File: config.mk
export PLATFORM = sky130hd
export DESIGN_NAME = mdc_reorder
export DESIGN_NICKNAME = d
export VERILOG_FILES = /design/src/rtl/mdc_reorder.sv
export SDC_FILE = /design/constraint.sdc
export NUM_CORES = 1
export LEC_CHECK = 0
export CORE_ASPECT_RATIO = 0.8
export CORE_MARGIN = 5
export CORE_UTILIZATION = 60
export CTS_CLUSTER_DIAMETER = 80
export DETAILED_ROUTE_END_ITERATION = 12
export GPL_ROUTABILITY_DRIVEN = 0
export PLACE_DENSITY = 0.74
export SETUP_SLACK_MARGIN = 0.02
export SYNTH_ARGS = -nofsm -noshare
export SYNTH_HDL_FRONTEND = slang
export SYNTH_SLANG_ARGS = --single-unit
File: constraint.sdc
create_clock -name clk -period 3.8 [get_ports clk]
set_input_delay 0.76 -clock clk [delete_from_list [all_inputs] [get_ports clk]]
set_output_delay 0.76 -clock clk [all_outputs]
set_load 0.05 [all_outputs]
File: src/rtl/mdc_reorder.sv
// Ping-pong reorder buffer: turns the two bit-reversed lanes of a 32-point MDC FFT
// into a single natural-order stream, one complex sample per cycle.
module mdc_reorder #(
  parameter int WIDTH = 9
) (
  input  logic                    clk,
  input  logic                    rst_n,
  input  logic                    in_valid,
  input  logic                    in_sof,
  input  logic signed [WIDTH-1:0] in_up_re,
  input  logic signed [WIDTH-1:0] in_up_im,
  input  logic signed [WIDTH-1:0] in_dn_re,
  input  logic signed [WIDTH-1:0] in_dn_im,
  output logic                    out_valid,
  output logic                    out_sof,
  output logic signed [WIDTH-1:0] out_re,
  output logic signed [WIDTH-1:0] out_im,
  output logic [4:0]              out_idx,
  output logic                    overrun
);

  typedef enum logic {W_IDLE, W_FILL} wr_state_t;

  wr_state_t        wr_state;
  logic             wr_bank;
  logic [3:0]       wr_k;
  logic [1:0]       full;
  logic             rd_bank;
  logic [4:0]       rd_addr;

  logic             wr_en;
  logic             wr_last;
  logic [3:0]       wr_pair;
  logic [3:0]       wr_row;
  logic             rd_issue;
  logic             rd_done;
  logic [2*WIDTH-1:0] rd_word;

  // bitrev5(2k) always has MSB 0 and bitrev5(2k+1) MSB 1, so each lane owns one half
  // of the 32 addresses and needs only a single write port per bank.
  logic [2*WIDTH-1:0] up_mem [0:31];
  logic [2*WIDTH-1:0] dn_mem [0:31];

  always_comb begin
    wr_en   = 1'b0;
    wr_pair = 4'd0;
    case (wr_state)
      W_IDLE: wr_en = in_valid && in_sof && !full[wr_bank];
      W_FILL: begin
        wr_en   = in_valid;
        wr_pair = in_sof ? 4'd0 : wr_k;
      end
      default: ;
    endcase
    wr_last = wr_en && (wr_pair == 4'd15);
  end

  assign wr_row = {wr_pair[0], wr_pair[1], wr_pair[2], wr_pair[3]};

  always_ff @(posedge clk) begin
    if (wr_en) begin
      up_mem[{wr_bank, wr_row}] <= {in_up_re, in_up_im};
      dn_mem[{wr_bank, wr_row}] <= {in_dn_re, in_dn_im};
    end
  end

  always_ff @(posedge clk or negedge rst_n) begin
    if (!rst_n) begin
      wr_state <= W_IDLE;
      wr_k     <= 4'd0;
      wr_bank  <= 1'b0;
      overrun  <= 1'b0;
    end else begin
      case (wr_state)
        W_IDLE: begin
          if (in_valid && in_sof) begin
            if (full[wr_bank]) begin
              overrun <= 1'b1;
            end else begin
              wr_k     <= 4'd1;
              wr_state <= W_FILL;
            end
          end
        end
        W_FILL: begin
          if (in_valid) begin
            if (wr_last) begin
              wr_k     <= 4'd0;
              wr_bank  <= ~wr_bank;
              wr_state <= W_IDLE;
            end else begin
              wr_k <= wr_pair + 4'd1;
            end
          end
        end
        default: wr_state <= W_IDLE;
      endcase
    end
  end

  // A full read bank means a readout is in progress; rd_addr wraps back to 0 after 31.
  assign rd_issue = full[rd_bank];
  assign rd_done  = rd_issue && (rd_addr == 5'd31);
  assign rd_word  = rd_addr[4] ? dn_mem[{rd_bank, rd_addr[3:0]}]
                               : up_mem[{rd_bank, rd_addr[3:0]}];

  always_ff @(posedge clk or negedge rst_n) begin
    if (!rst_n) begin
      rd_bank <= 1'b0;
      rd_addr <= 5'd0;
    end else if (rd_issue) begin
      rd_addr <= rd_addr + 5'd1;
      if (rd_done) begin
        rd_bank <= ~rd_bank;
      end
    end
  end

  // Writer and reader never touch the same bank's flag in one cycle.
  always_ff @(posedge clk or negedge rst_n) begin
    if (!rst_n) begin
      full <= 2'b00;
    end else begin
      if (wr_last) begin
        full[wr_bank] <= 1'b1;
      end
      if (rd_done) begin
        full[rd_bank] <= 1'b0;
      end
    end
  end

  always_ff @(posedge clk or negedge rst_n) begin
    if (!rst_n) begin
      out_valid <= 1'b0;
      out_sof   <= 1'b0;
      out_idx   <= 5'd0;
      out_re    <= '0;
      out_im    <= '0;
    end else if (rd_issue) begin
      out_valid <= 1'b1;
      out_sof   <= (rd_addr == 5'd0);
      out_idx   <= rd_addr;
      out_re    <= rd_word[2*WIDTH-1:WIDTH];
      out_im    <= rd_word[WIDTH-1:0];
    end else begin
      out_valid <= 1'b0;
      out_sof   <= 1'b0;
      out_idx   <= 5'd0;
      out_re    <= '0;
      out_im    <= '0;
    end
  end

endmodule
==> summary.txt, run 1 <==
Worst setup path
  – Delay of the slowest critical-path stage: 0.88 ns
  – Data required time at the worst endpoint: 4.30 ns
  – Slowest cell on crit path: sky130_fd_sc_hd__dfrtp_4
  – Worst-path fanout max: 29
  – Crit path capture type: flop
  – Launching element type of the critical path: flop
  – Most common cell on crit path: sky130_fd_sc_hd__buf_4
  – Worst-path cell chain: buf_12, buf_4, buf_4, mux4_2, nand2_1, o211ai_1, nand3_1, o21ai_0
  – Crit Path Class: reg -> reg
  – Critical path arrival: 3.62 ns

GRT
  – Global-route total usage across every layer: 0.280
  – Via count of the first global-routing pass: 23291
  – Gr ovfl total: 0
  – Number of antenna violations at the first check in global routing: 2
  – Maximum number of pins on one net before global-route repair: 56
  – Wire length of the first global-routing pass: 165000 um

Yosys
  – Post-Syn Nets: 2144
  – Top cells by area in the synthesized netlist: sky130_fd_sc_hd__edfxtp_1 (76%), sky130_fd_sc_hd__mux4_2 (11%), sky130_fd_sc_hd__mux2i_1 (2.8%), sky130_fd_sc_hd__dfrtp_1 (2.2%), sky130_fd_sc_hd__o221ai_1 (1.0%)
  – Number of different library cells in the post-synthesis netlist: 48
  – Synthesized cell area: 45500 um^2
  – Sequential cell area fraction in the yosys report: 0.783
  – Commonest cells in the netlist: sky130_fd_sc_hd__edfxtp_1 (1152), sky130_fd_sc_hd__mux4_2 (219), sky130_fd_sc_hd__mux2i_1 (127), sky130_fd_sc_hd__a21oi_1 (59), sky130_fd_sc_hd__o221ai_1 (52)
  – Post-synth top area share: 0.761
  – Number of synthesized flops with an enable pin: 1152
  – Largest area contributor in the synthesized netlist: sky130_fd_sc_hd__edfxtp_1
  – Mapped Avg Cell Area: 21.7 um^2
  – Number of synthesized register bits: 1192
  – Most frequent cell after synthesis: sky130_fd_sc_hd__edfxtp_1
  – Count of mapped cells out of synthesis: 2100
  – Primary flip-flop cell chosen by synthesis mapping: sky130_fd_sc_hd__edfxtp_1
  – Async SR Flop Fraction: 0.0336
  – Synth Warn #: 0

Floorplanning
  – Initial Utilization: 0.605
  – DIE WIDTH: 318 um
  – Die area: 81400 um^2
  – Number of core rows: 90
  – Die span in y: 256 um
  – Number of ports placed on the die boundary: 66
  – Core box area: 75200 um^2

Route
  – Routed wirelength normalized by instance count: 33.5 um
  – Aggregate routed wire length: 115000 um
  – Antenna-violating nets left: 0
  – Iteration-0 DRC count of the detailed router: 3527
  – Number of design rule violations left after detail routing: 0
  – First-pass detailed-route iteration total: 6
  – Total vias in the final route: 23399
  – Vias per std cell: 6.83

Place
  – Placement-stage cell area: 48500 um^2
  – Total of buffers placed on input and output ports: 65
  – Post-DP HPWL: 69200 um

Layout
  – Relative area change from synthesis to final layout: 15.1%
  – Fillers: 4566
  – Layout Cell Area excl Fill: 52300 um^2
  – # diodes: 0
  – Post-layout net count: 2365
  – Proportion of layout cells with a drive suffix above 1: 0.263

Status
  – Outcome: finished clean

Timing
  – Tmin final: 3.12 ns
  – TNS Setup: 0 ns
  – Max Freq: 320 MHz
  – Max-slew headroom at the worst pin: 0.118
  – Final Slew Violations: 0
  – Least-Margin Pin Slew: 1.32 ns
  – Share of the clock period used by the worst path: 0.821
  – Hold Vio Cnt, Final: 0
  – Count of final setup violators: 0
  – Max Clock Skew: 0.0323 ns
  – RSZ-0062 raised after global routing: no

Clock network
  – Post-CTS sizing: 0
  – Depth of the CTS H-tree: 3
  – Root buffer selected by CTS: sky130_fd_sc_hd__clkbuf_16
  – Hold bufs inserted after CTS: 0
  – Number of buffers created by CTS: 109
  – Clock latency of the later-clocked register in the worst-skew pair: 0.69 ns
  – # Post-CTS Setup Buffers: 0
  – Clock transition time at the flip-flop clock pins of the worst setup and hold paths: 0.07 ns
  – Clock tree from TritonCTS: yes
  – Clock buffer depth: 3
  – TritonCTS sink count: 1192

Power and ir drop
  – Static leakage: 16.2 nW
  – Peak ir drop on the vdd network: 0.386 mV
  – Cell area power density: 519 nW/um^2

Worst hold path
  – Class of the tightest hold or removal check: in -> async

Run
  – Maximum capacitance violations: 0
==> final cells by class <==
class / instances / area (um^2) / share of cell area
Clock inverter: 69 / 912 / 0.0174
Sequential cell: 1192 / 35600 / 0.680
Multi-Input combinational cell: 783 / 9440 / 0.180
Timing Repair Buffer: 226 / 2150 / 0.0411
Clock buffer: 135 / 2930 / 0.0559
Inverter: 9 / 33.8 / 0.000646
Tap cell: 1012 / 1270 / 0.0242
==> path summary, 6_finish.rpt <==
kind	slack (ns)	cells after the start	start	end
worst max-delay path	0.68	8	rd_addr[0]	out_im[8]
worst min-delay path	0.22	1	rst_n	out_im[8]
worst max register to register	0.68	8	rd_addr[0]	out_im[8]
worst min register to register	0.55	1	full[0]	full[0]
max in group asynchronous	2.79	2	rst_n	out_im[4]
min in group clk	0.55	1	full[0]	full[0]
==> cells in the final DEF, fill, tap and decap left out, types with 5 or more instances in the layout <==
master                            count
sky130_fd_sc_hd__mux2_2              22
sky130_fd_sc_hd__nor2b_1              5
sky130_fd_sc_hd__clkbuf_8             6
sky130_fd_sc_hd__clkinv_1            12
sky130_fd_sc_hd__o22ai_1              7
sky130_fd_sc_hd__o21ai_0             18
sky130_fd_sc_hd__o221ai_1            52
sky130_fd_sc_hd__a211oi_1            14
sky130_fd_sc_hd__mux2i_1            127
sky130_fd_sc_hd__a31oi_1              8
sky130_fd_sc_hd__inv_1                8
sky130_fd_sc_hd__nor2_4              34
sky130_fd_sc_hd__buf_12              25
sky130_fd_sc_hd__clkinv_2            26
sky130_fd_sc_hd__nand3_1             19
sky130_fd_sc_hd__clkdlybuf4s50_1     61
sky130_fd_sc_hd__mux4_2             219
sky130_fd_sc_hd__bufinv_16           21
sky130_fd_sc_hd__nor2_1              10
sky130_fd_sc_hd__a21oi_1             59
sky130_fd_sc_hd__nand3b_1             6
sky130_fd_sc_hd__nand2_1             45
sky130_fd_sc_hd__a221oi_1             8
sky130_fd_sc_hd__buf_4              136
sky130_fd_sc_hd__clkbuf_1            18
sky130_fd_sc_hd__a211oi_2             9
sky130_fd_sc_hd__a22oi_1             37
sky130_fd_sc_hd__edfxtp_1          1152
sky130_fd_sc_hd__a22o_1              36
sky130_fd_sc_hd__clkbuf_16          111
sky130_fd_sc_hd__dfrtp_1             36
==> power by group <==
group | internal (mW) | total (mW) | switching (mW) | leakage (nW)
Clock | 6.91 | 11.7 | 4.77 | 1.89
Sequential | 14.6 | 14.6 | 0.0662 | 10.9
Combinational | 0.270 | 0.846 | 0.576 | 3.45
Total | 21.8 | 27.2 | 5.42 | 16.2
==> state kept, by name (all words and copies together) (netlist names) <==
| register | cells |
|---|---|
| dn_mem | 576 |
| up_mem | 576 |
| out_im | 9 |
| out_re | 9 |
| out_idx | 5 |
| rd_addr | 5 |
| wr_k | 4 |
| full | 2 |
| out_sof | 1 |
| out_valid | 1 |
| overrun | 1 |
| rd_bank | 1 |
| wr_bank | 1 |
| wr_state | 1 |
==> cell families after synthesis <==
| group | after synthesis | share of synthesized area |
|---|---|---|
| XOR/XNOR | 3 | 0.000578 |
| flip-flops | 1192 | 0.783 |
| AND/OR/NAND/NOR | 141 | 0.0147 |
| AO/OA/AOI/OAI | 267 | 0.0433 |
| buffers and inverters | 125 | 0.0157 |
| multiplexers | 368 | 0.142 |
| adder cells (fa/ha/maj) | 4 | 0.00110 |
==> per-stage QoR <==
stage / util / cells / setup WS [ns] / hold WS, ns / total power [mW]
floorplan: - / 2100 / 0.350 / 0.464 / 15.2
detailed placement: 0.644 / 3221 / 0.160 / 0.544 / 15.8
CTS: 0.695 / 3425 / 0.654 / 0.215 / 27.3
finish: 0.696 / 3426 / 0.680 / 0.216 / 27.2
global route: 0.696 / 3426 / 0.525 / 0.278 / 27.9
global placement: 0.644 / 3221 / 0.244 / 0.523 / 15.7
==> worst max-delay path: cells and delay by family (launching register included) <==
| family | cells | cell delay (ns) |
|---|---|---|
| muxes | 1 | 0.51 |
| DFF | 1 | 0.88 |
| AOI/OAI and AO/OA | 2 | 0.35 |
| buffers and inverters | 3 | 0.90 |
| and+or+nand+nor | 2 | 0.28 |
==> layer usage <==
layer / vias up / global-route usage / share of wire
met5: - / 0 / 0
met4: 0 / 0.0931 / 0.040
met3: 269 / 0.0579 / 0.11
met2: 1620 / 0.435 / 0.47
met1: 12219 / 0.408 / 0.37
li1: 9291 / - / -
Note: power is estimated with default switching activity, not from simulation.
==> run 2: changes to the inputs <==
==> constraint.sdc (replaced) <==
create_clock -name clk -period 3 [get_ports clk]
set_input_delay 0.6 -clock clk [delete_from_list [all_inputs] [get_ports clk]]
set_output_delay 0.6 -clock clk [all_outputs]
set_load 0.05 [all_outputs]
==> summary.txt, run 2 (synthesis gave the netlist of run 1 again) <==
Status
  – Outcome: finished clean

Layout
  – Seq. cell area: 35600 um^2 (unchanged)
  – Layout Cell Area excl Fill: 53200 um^2 (+1.7%)
  – Area taken by multi-input logic gates: 9430 um^2 (about the same)
  – Fillers: 4451 (-2.5%)
  – Relative area change from synthesis to final layout: 17.1%
  – Post-layout net count: 2441 (+3.2%)
  – Regs by FF count: dn_mem: 576 flops, up_mem: 576 flops
  – Layout Utilization: 0.708 (+0.0120)
  – Leading cell types in the layout, fill and taps excluded: sky130_fd_sc_hd__edfxtp_1 (1152), sky130_fd_sc_hd__mux4_2 (219), sky130_fd_sc_hd__buf_4 (165)
  – Most common cell after layout, fill and taps aside: sky130_fd_sc_hd__edfxtp_1
  – Proportion of layout cells with a drive suffix above 1: 0.279 (+0.0168)
  – Post-layout instance count excluding filler cells: 3505 (+2.3%)

Worst setup path
  – Critical path arrival: 3.46 ns (-0.16 ns)
  – Crit Path Class: reg -> reg
  – Crit path capture type: flop
  – Launch point of the critical path: rd_addr[1]
  – Capture point of the critical path: out_re[7]
  – R2R Path Start: rd_addr[1]
  – Reg-to-Reg End: out_re[7]
  – Worst-path fanout max: 25 (-14%)
  – Path depth of the worst reg2reg path: 7 (-1)
  – Launching element type of the critical path: flop
  – Data required time at the worst endpoint: 3.55 ns (-0.75 ns)
  – R2R Setup Slk: 0.08 ns (-0.59 ns)

Route
  – Vias per std cell: 6.83 (about the same)
  – Number of design rule violations left after detail routing: 0 (unchanged)
  – Iteration-0 DRC count of the detailed router: 3655 (+3.6%)
  – Routed wirelength normalized by instance count: 33.7 um (+0.68%)
  – Total vias in the final route: 23946 (+2.3%)
  – First-pass detailed-route iteration total: 5 (-1)
  – Antenna-violating nets left: 0 (unchanged)
  – Aggregate routed wire length: 118000 um (+3.0%)

GRT
  – Gr ovfl total: 0 (unchanged)
  – Wire length of the first global-routing pass: 170000 um (+3.1%)
  – Maximum number of pins on one net before global-route repair: 57 (+1.8%)
  – Number of antenna violations at the first check in global routing: 5 (+3)
  – Via count of the first global-routing pass: 23904 (+2.6%)
  – Global-route total usage across every layer: 0.290 (+0.0104)

Timing
  – Tmin final: 2.92 ns (-0.205 ns)
  – RSZ-0062 raised after global routing: no
  – Final Slew Violations: 0 (unchanged)
  – Max Freq: 343 MHz (+7.0%)
  – Max Clock Skew: 0.0300 ns (-0.00230 ns)
  – Share of the clock period used by the worst path: 0.972 (+0.151)
  – Count of final setup violators: 0 (unchanged)
  – Max-slew headroom at the worst pin: 0.377 (+0.259)
  – Least-Margin Pin Slew: 0.933 ns (-0.387 ns)
  – Hold Vio Cnt, Final: 0 (unchanged)

Floorplanning
  – Number of ports placed on the die boundary: 66 (unchanged)
  – Core box area: 75200 um^2 (unchanged)
  – Die area: 81400 um^2 (unchanged)
  – Die span in y: 256 um (unchanged)
  – Number of core rows: 90 (unchanged)
  – Initial Utilization: 0.605 (unchanged)
  – DIE WIDTH: 318 um (unchanged)

Power and ir drop
  – Peak ir drop on the vdd network: 0.510 mV (+32%)
  – Static leakage: 16.7 nW (+2.5%)
  – Cell area power density: 632 nW/um^2 (+22%)

Clock network
  – Clock transition time at the flip-flop clock pins of the worst setup and hold paths: 0.07 ns (about the same)
  – Number of buffers created by CTS: 110 (+0.92%)
  – TritonCTS sink count: 1192 (unchanged)
  – Clock latency of the later-clocked register in the worst-skew pair: 0.68 ns (about the same)
  – Clock buffer depth: 3 (unchanged)
  – Depth of the CTS H-tree: 3 (unchanged)
  – Root buffer selected by CTS: sky130_fd_sc_hd__clkbuf_16
  – Clock tree from TritonCTS: yes

Place
  – Placement-stage cell area: 49600 um^2 (+2.3%)
  – Total of buffers placed on input and output ports: 65 (unchanged)
  – Inst Count DP: 3291 (+2.2%)
  – Post-DP HPWL: 73100 um (+5.7%)

Worst hold path
  – Class of the tightest hold or removal check: in -> async

Run
  – Maximum capacitance violations: 0 (unchanged)
-- run 2: per-layer routing --
metal,wire length [um],part of all wire,global-route usage,up-vias
li1,-,-,-,9458
met1,45200,0.38,0.444,12602
met2,54000,0.46,0.429,1655
met3,15300,0.13,0.0698,229
met4,3520,0.030,0.0843,2
met5,13,0.00011,0,-
-- run 2: how the worst min path moves through the flow --
stage,slack [ns],endpoint
after global routing,0.43,out_idx[3]
after CTS,0.36,out_sof
after detailed placement,0.53,rd_bank
after floorplan,0.30,full[0]
final,0.39,out_idx[3]
after global placement,0.53,out_re[8]
-- run 2: layout make-up --
cell class	count	share of cell area
Inverter	9	0.000635
Clock buffer	126	0.0546
Clock inverter	80	0.0130
Sequential cell	1192	0.669
Timing Repair Buffer	301	0.0619
Multi-Input combinational cell	783	0.177
Antenna cell	2	0.0000940
Tap cell	1012	0.0238
-- run 2: stage by stage --
step	hold slack [ns]	worst slack [ns]	TNS, ns	total power, mW
after global placement	0.526	0.0654	0	20.0
after CTS	0.358	0.0236	0	33.7
after detailed placement	0.530	0.0291	0	20.0
after floorplan	0.304	-0.290	-159.63	19.3
final	0.391	0.0848	0	33.6
after global routing	0.427	0.0969	0	34.6
-- run 2: what timing repair did --
action,in CTS,in global routing
hold buffers,1,0
buffers inserted,0,5
hold endpoints to repair,14,0
endpoints found under the setup margin,0,2
gates resized for setup,0,0
-- run 2: critical path, cell delays in order, from the launching register on --
cell,delay [ns]
sky130_fd_sc_hd__dfrtp_4,0.58
sky130_fd_sc_hd__buf_4,0.24
sky130_fd_sc_hd__buf_12,0.21
sky130_fd_sc_hd__mux4_2,0.36
sky130_fd_sc_hd__a22o_1,0.25
sky130_fd_sc_hd__a211oi_1,0.66
sky130_fd_sc_hd__a21oi_1,0.16
sky130_fd_sc_hd__a22o_1,0.29
-- run 2: where the power goes --
| group | leakage, nW | switching, mW | internal [mW] |
|---|---|---|---|
| clock network | 1.77 | 6.03 | 7.89 |
| registers | 10.9 | 0.0821 | 18.5 |
| logic | 3.97 | 0.775 | 0.391 |
| total | 16.7 | 6.89 | 26.7 |
